$ cat config.mk
export PLATFORM = sky130hd
export DESIGN_NAME = disp_scan_ctrl_flat
export DESIGN_NICKNAME = d
export VERILOG_FILES = /design/src/rtl/disp_scan_ctrl_if.sv /design/src/rtl/disp_scan_ctrl.sv /design/src/flat_wrapper.sv
export SDC_FILE = /design/constraint.sdc
export NUM_CORES = 1
export LEC_CHECK = 0
export BUFFER_PORTS_ARGS = -buffer_cell sky130_fd_sc_hd__buf_2
export CORE_AREA = 3 3 80 82
export DETAILED_ROUTE_END_ITERATION = 7
export DIE_AREA = 0 0 83 85
export SYNTH_ARGS = -nofsm -noshare
export SYNTH_HDL_FRONTEND = slang
export SYNTH_SLANG_ARGS = --single-unit
$ cat constraint.sdc
create_clock -name clk -period 2.55 [get_ports clk]
set_input_delay 0.765 -clock clk [delete_from_list [all_inputs] [get_ports clk]]
set_output_delay 0.765 -clock clk [all_outputs]
set_load 0.01 [all_outputs]
$ cat src/rtl/disp_scan_ctrl_if.sv
// Button/tick inputs and display-side outputs of the 7-segment scan sequencer.
// The master side (button conditioning / time counter) drives the pulses;
// the slave side (the sequencer) drives digit select, mode flags and colon.
interface disp_scan_ctrl_if;
  logic       mode_btn;
  logic       alarm_btn;
  logic       sec_tick;
  logic [3:0] sel;
  logic       show_in;
  logic       alarm_d;
  logic       dp;

  modport master (
    output mode_btn,
    output alarm_btn,
    output sec_tick,
    input  sel,
    input  show_in,
    input  alarm_d,
    input  dp
  );

  modport slave (
    input  mode_btn,
    input  alarm_btn,
    input  sec_tick,
    output sel,
    output show_in,
    output alarm_d,
    output dp
  );
endinterface

$ cat src/rtl/disp_scan_ctrl.sv
// Four-digit 7-segment scan sequencer: active-low digit select with a blanking
// gap at the start of every slot, the clock/alarm and hour:min/min:sec view
// flags, an alarm-view inactivity timeout and the blinking colon.
module disp_scan_ctrl #(
  parameter int SCAN_DIV  = 50000,
  parameter int BLANK_CYC = 500,
  parameter int ALM_HOLD  = 2000
) (
  input  logic            clk,
  input  logic            rst_n,
  disp_scan_ctrl_if.slave bus
);

  localparam int            PW        = (SCAN_DIV > 1) ? $clog2(SCAN_DIV) : 1;
  localparam logic [PW-1:0] PCNT_MAX  = PW'(SCAN_DIV - 1);
  localparam logic [PW-1:0] BLANK_END = PW'(BLANK_CYC);
  localparam logic [15:0]   HOLD_LIM  = 16'(ALM_HOLD);
  localparam logic [15:0]   HOLD_SAT  = 16'hFFFF;
  localparam bit            HOLD_EN   = (ALM_HOLD != 0);

  // View state; the encoding is literally {alarm_d, show_in}
  typedef enum logic [1:0] {
    CLK_HM = 2'b00,
    CLK_MS = 2'b01,
    ALM_HM = 2'b10,
    ALM_MS = 2'b11
  } mode_e;

  logic [PW-1:0] pcnt_q, pcnt_d;
  logic [1:0]    idx_q, idx_d;
  logic [3:0]    sel_q, sel_d;
  logic          dp_q, dp_d;
  mode_e         state_q, state_d;
  logic          colon_q, colon_d;
  logic [15:0]   hold_q, hold_d;

  logic          tick;
  logic          frame_end;
  logic          in_blank;
  logic          btn_any;
  logic          alarm_now;
  logic          alarm_nxt;
  logic          timeout;
  logic [15:0]   hold_inc;

  // Slot prescaler and digit index: a slot ends on tick, a frame on the tick of digit 3
  always_comb begin
    tick      = (pcnt_q == PCNT_MAX);
    frame_end = tick && (idx_q == 2'd3);
    in_blank  = (pcnt_q < BLANK_END);
    pcnt_d    = tick ? '0 : pcnt_q + 1'b1;
    idx_d     = tick ? idx_q + 2'd1 : idx_q;
  end

  // Digit select decode; all digits dark during the blanking gap to stop ghosting
  always_comb begin
    sel_d = 4'b1111;
    if (!in_blank) begin
      unique case (idx_q)
        2'd0: sel_d = 4'b1110;
        2'd1: sel_d = 4'b1101;
        2'd2: sel_d = 4'b1011;
        2'd3: sel_d = 4'b0111;
        default: sel_d = 4'b1111;
      endcase
    end
  end

  // Colon point lights only on digit 2, outside the blanking gap, so it tracks sel exactly
  always_comb begin
    dp_d = colon_q && (idx_q == 2'd2) && !in_blank;
  end

  // Scan pipeline registers: sel and dp lag pcnt/idx by one cycle
  always_ff @(posedge clk or negedge rst_n) begin
    if (!rst_n) begin
      pcnt_q <= '0;
      idx_q  <= 2'd0;
      sel_q  <= 4'b1111;
      dp_q   <= 1'b0;
    end else begin
      pcnt_q <= pcnt_d;
      idx_q  <= idx_d;
      sel_q  <= sel_d;
      dp_q   <= dp_d;
    end
  end

  // Alarm inactivity counter; a button press in the timeout cycle wins over the timeout
  always_comb begin
    btn_any   = bus.mode_btn || bus.alarm_btn;
    alarm_now = (state_q == ALM_HM) || (state_q == ALM_MS);
    hold_inc  = hold_q + 16'd1;
    timeout   = HOLD_EN && alarm_now && frame_end && !btn_any &&
                (hold_q != HOLD_SAT) && (hold_inc == HOLD_LIM);
    hold_d    = hold_q;
    if (btn_any || !alarm_now || timeout) begin
      hold_d = '0;
    end else if (frame_end && (hold_q != HOLD_SAT)) begin
      hold_d = hold_inc;
    end
  end

  // Next view: each button flips its own flag at once; timeout drops back to clock view
  always_comb begin
    state_d = state_q;
    unique case (state_q)
      CLK_HM: begin
        if (bus.alarm_btn && bus.mode_btn) state_d = ALM_MS;
        else if (bus.alarm_btn)            state_d = ALM_HM;
        else if (bus.mode_btn)             state_d = CLK_MS;
      end
      CLK_MS: begin
        if (bus.alarm_btn && bus.mode_btn) state_d = ALM_HM;
        else if (bus.alarm_btn)            state_d = ALM_MS;
        else if (bus.mode_btn)             state_d = CLK_HM;
      end
      ALM_HM: begin
        if (bus.alarm_btn && bus.mode_btn) state_d = CLK_MS;
        else if (bus.alarm_btn)            state_d = CLK_HM;
        else if (bus.mode_btn)             state_d = ALM_MS;
        else if (timeout)                  state_d = CLK_HM;
      end
      ALM_MS: begin
        if (bus.alarm_btn && bus.mode_btn) state_d = CLK_HM;
        else if (bus.alarm_btn)            state_d = CLK_MS;
        else if (bus.mode_btn)             state_d = ALM_HM;
        else if (timeout)                  state_d = CLK_MS;
      end
      default: state_d = CLK_HM;
    endcase
  end

  // Colon blinks per second in clock view and is pinned on whenever alarm view is (becoming) active
  always_comb begin
    alarm_nxt = (state_d == ALM_HM) || (state_d == ALM_MS);
    colon_d   = colon_q;
    if (alarm_nxt) begin
      colon_d = 1'b1;
    end else if (bus.sec_tick) begin
      colon_d = ~colon_q;
    end
  end

  // View state register
  always_ff @(posedge clk or negedge rst_n) begin
    if (!rst_n) begin
      state_q <= CLK_HM;
    end else begin
      state_q <= state_d;
    end
  end

  // Timeout counter and colon phase registers
  always_ff @(posedge clk or negedge rst_n) begin
    if (!rst_n) begin
      hold_q  <= '0;
      colon_q <= 1'b0;
    end else begin
      hold_q  <= hold_d;
      colon_q <= colon_d;
    end
  end

  assign bus.sel     = sel_q;
  assign bus.show_in = (state_q == CLK_MS) || (state_q == ALM_MS);
  assign bus.alarm_d = (state_q == ALM_HM) || (state_q == ALM_MS);
  assign bus.dp      = dp_q;

endmodule

$ cat src/flat_wrapper.sv
// flat-port wrapper written by rule: the top's interface ports become plain ports
module disp_scan_ctrl_flat 
#(
  parameter int SCAN_DIV  = 50000,
  parameter int BLANK_CYC = 500,
  parameter int ALM_HOLD  = 2000
)
  (clk, rst_n, bus_mode_btn, bus_alarm_btn, bus_sec_tick, bus_sel, bus_show_in, bus_alarm_d, bus_dp);
  disp_scan_ctrl_if bus_i ();
  input  logic clk;
  input  logic rst_n;
  input wire logic [$bits(bus_i.mode_btn)-1:0] bus_mode_btn;
  input wire logic [$bits(bus_i.alarm_btn)-1:0] bus_alarm_btn;
  input wire logic [$bits(bus_i.sec_tick)-1:0] bus_sec_tick;
  output wire logic [$bits(bus_i.sel)-1:0] bus_sel;
  output wire logic [$bits(bus_i.show_in)-1:0] bus_show_in;
  output wire logic [$bits(bus_i.alarm_d)-1:0] bus_alarm_d;
  output wire logic [$bits(bus_i.dp)-1:0] bus_dp;
  assign bus_i.mode_btn = bus_mode_btn;
  assign bus_i.alarm_btn = bus_alarm_btn;
  assign bus_i.sec_tick = bus_sec_tick;
  assign bus_sel = bus_i.sel;
  assign bus_show_in = bus_i.show_in;
  assign bus_alarm_d = bus_i.alarm_d;
  assign bus_dp = bus_i.dp;
  disp_scan_ctrl #(.SCAN_DIV(SCAN_DIV), .BLANK_CYC(BLANK_CYC), .ALM_HOLD(ALM_HOLD)) u_core (.clk(clk), .rst_n(rst_n), .bus(bus_i));
endmodule
==> results.toml <==
[synthesis]
synthTopCellsByArea = "dfrtp_1 (40%), xnor2_1 (6.2%), xor2_1 (6.2%)"
synth-seq-cells = 42
synth_ff_type = "dfrtp_1"
synth_edf_count = 0
netlist_instances = 244
async_flop_share = 1.00
yosys.area.top_type_share = 0.397
synth_nets = 256
ys_types = 44
synth_area_um2 = 2390
yosysTopAreaCell = "dfrtp_1"
yosysSeqAreaShare = 0.441
ys_warn_count = 0
syn_avg_cell_area_um2 = 9.80

[routing]
vias = 1769
antenna_left = 0
totalWireLength_mm = 4.56
wl_per_cell_um = 13.7
first_iter_violations = 108
dr.pass1.iters = 4
viasPerCell = 5.31
drc = 0

[job]
maxCapViolCount = 0

[worst_setup_path]
crit_path_end_kind = "register"
rr_endpoint = "u_core.hold_q[4]"
r2r-start = "u_core.hold_q[0]"
worstSetupPathType = "reg -> reg"
worstPathMaxFanout = 10
critPathLaunchType = "register"
cp.arrival_ps = 2450
critPathRequiredTime_ps = 2710
r2r_slack_ps = 260
reg2reg_depth = 7

[clock_network]
clockBufferDepth = 2
cts_tree = "yes"
cts_post_setup_buffers_inserted = 0
cts-root-buf = "clkbuf_8"
h-tree-depth = 2
clkLatencyLatePin_ps = 300
postCtsHoldBufs = 0
clkSinkCount = 42
numCtsBuffers = 5
clkTransAtPathRegs_ps = 90

[sta]
worst_slew_pin_slew_ps = 514
max_clock_freq_ghz = 0.437
fin_crit_ps = 2290
final-setup-viol-count = 0
holdWs_ps = 420
rsz0062_at_grt = "false"
relSlewSlack = 0.656
skew_ps = 11.5
slew_viol_final = 0
period_share = 0.897
setup_tns_ps = 0
hold_violations = 0
fin_ws_ps = 262

[final_layout]
antennaDiodeCount = 0
finish.utilization = 0.457
fin_area_um2 = 2660
area_delta_synth_final_pct = 11.0
multiInputGateArea_um2 = 1270
fin_nets = 269
fillers = 577
drive_gt1_frac = 0.151
seq_area_um2 = 1060
fin_cells = 333

[global_routing]
grt_max_degree = 23
grt_pass1_wl_mm = 8.25
track_usage = 0.144
grt_pass1_vias = 1722
antenna_found_initial = 0
gr-total-overflow = 0

[die]
die_area_um2 = 7060
die_h_um = 85
rows = 28
fp.dieW_um = 83
core_area_um2 = 5820
io_pins = 12
initial_utilization = 0.411

[place]
place_congestion = 0.909
post-place-cells = 325
pre_cts_ws_ps = 123
port_buffers = 11
placed_cell_area_um2 = 2540
dp_hpwl_mm = 3.39

[pwr]
max-vdd-ir-drop_mv = 0.215
power_density_nw_per_um2 = 480
power.leakage_nw = 1.06
power_mw = 1.27

[run_status]
status = "finished, final reports clean"

[min_path]
hold_path_class = "in -> async"
-- area by class of cell --
type | instances | area share
clock buffer | 6 | 0.0273
clock inverter | 2 | 0.0141
inverter | 6 | 0.00848
multi-input combinational | 186 | 0.478
sequential | 42 | 0.398
tap | 75 | 0.0353
timing repair buffer | 16 | 0.0396
-- Yosys cell counts, types with 2 or more instances --
library cell / number
nor2b_1: 2
clkbuf_1: 4
xor2_1: 17
nor2_1: 22
o311ai_0: 2
or3_1: 3
nand2b_1: 6
ha_1: 7
dfrtp_1: 38
buf_2: 5
xnor2_1: 17
o21ai_0: 3
a21oi_1: 3
nor4_1: 7
and4_1: 4
and2_1: 2
inv_1: 6
nand3_1: 20
nor3_1: 12
dfstp_2: 4
and3_1: 5
mux2i_1: 4
nand4_1: 7
nand2_1: 24
-- kinds of logic (layout without fill, tap and decap cells) --
group	count (synthesis)	count (layout)	share of synthesized area
adders and majority gates	7	7	0.0366
muxes	4	4	0.0167
DFF	42	42	0.441
and+or+nand+nor	126	126	0.298
buffers and inverters	16	30	0.0293
xor gates and xnor gates	34	34	0.124
AOI/OAI and AO/OA	15	15	0.0539
-- registers in the layout (all words and copies together) (netlist names) --
name / cells
u_core.bus.sel: 4
u_core.colon_q: 1
u_core.idx_q: 2
u_core.state_q: 2
u_core.bus.dp: 1
u_core.pcnt_q: 16
u_core.hold_q: 16
-- report_power, final --
part	switching (mW)	internal, mW	total [mW]
registers	0.0100	0.680	0.690
logic	0.0362	0.0240	0.0602
clock network	0.232	0.292	0.525
-- cell usage in the layout (no fill, tap or decap), types with 2 or more instances in the layout --
| master | n |
|---|---|
| a21oi_1 | 3 |
| buf_2 | 11 |
| xor2_1 | 17 |
| and2_1 | 2 |
| nor4_1 | 7 |
| o21ai_0 | 3 |
| mux2i_1 | 4 |
| xnor2_1 | 17 |
| nand3_1 | 20 |
| nor2_1 | 22 |
| and4_1 | 4 |
| nand4_1 | 7 |
| inv_1 | 6 |
| nor2b_1 | 2 |
| dfrtp_1 | 38 |
| nand2_1 | 24 |
| nand2b_1 | 6 |
| and3_1 | 5 |
| ha_1 | 6 |
| or3_1 | 3 |
| buf_4 | 4 |
| o311ai_0 | 2 |
| clkbuf_8 | 5 |
| dfstp_2 | 4 |
| nor3_1 | 12 |
-- layer usage --
layer | wire, um | GRT usage | up-vias | share of wire
met5 | 0 | 0 | - | 0
met2 | 1990 | 0.210 | 34 | 0.44
li1 | - | - | 877 | -
met3 | 213 | 0.0330 | 5 | 0.047
met4 | 65 | 0.0579 | 0 | 0.014
met1 | 2290 | 0.206 | 853 | 0.50
-- timing repair --
action | CTS | global route
endpoints found under the setup margin | 0 | 10
endpoints found under the hold margin | 0 | 0
resized for setup | 0 | 2
-- worst max-delay path by stage --
stage / from / end
after global placement: u_core.hold_q[0] / u_core.hold_q[9]
final: u_core.hold_q[0] / u_core.hold_q[4]
after CTS: u_core.hold_q[0] / u_core.hold_q[1]
after detailed placement: u_core.hold_q[0] / u_core.hold_q[1]
after global routing: u_core.hold_q[0] / u_core.hold_q[0]
after floorplan: u_core.hold_q[8] / u_core.hold_q[9]
-- critical path: stages, from the launching register on --
cell      delay, ps
dfrtp_1         500
ha_2            340
a21boi_1        320
a21oi_1         110
o21ai_0         250
nand4b_1        190
nor3_4          350
nor3_1           90
Note: power is estimated with default switching activity, not from simulation.
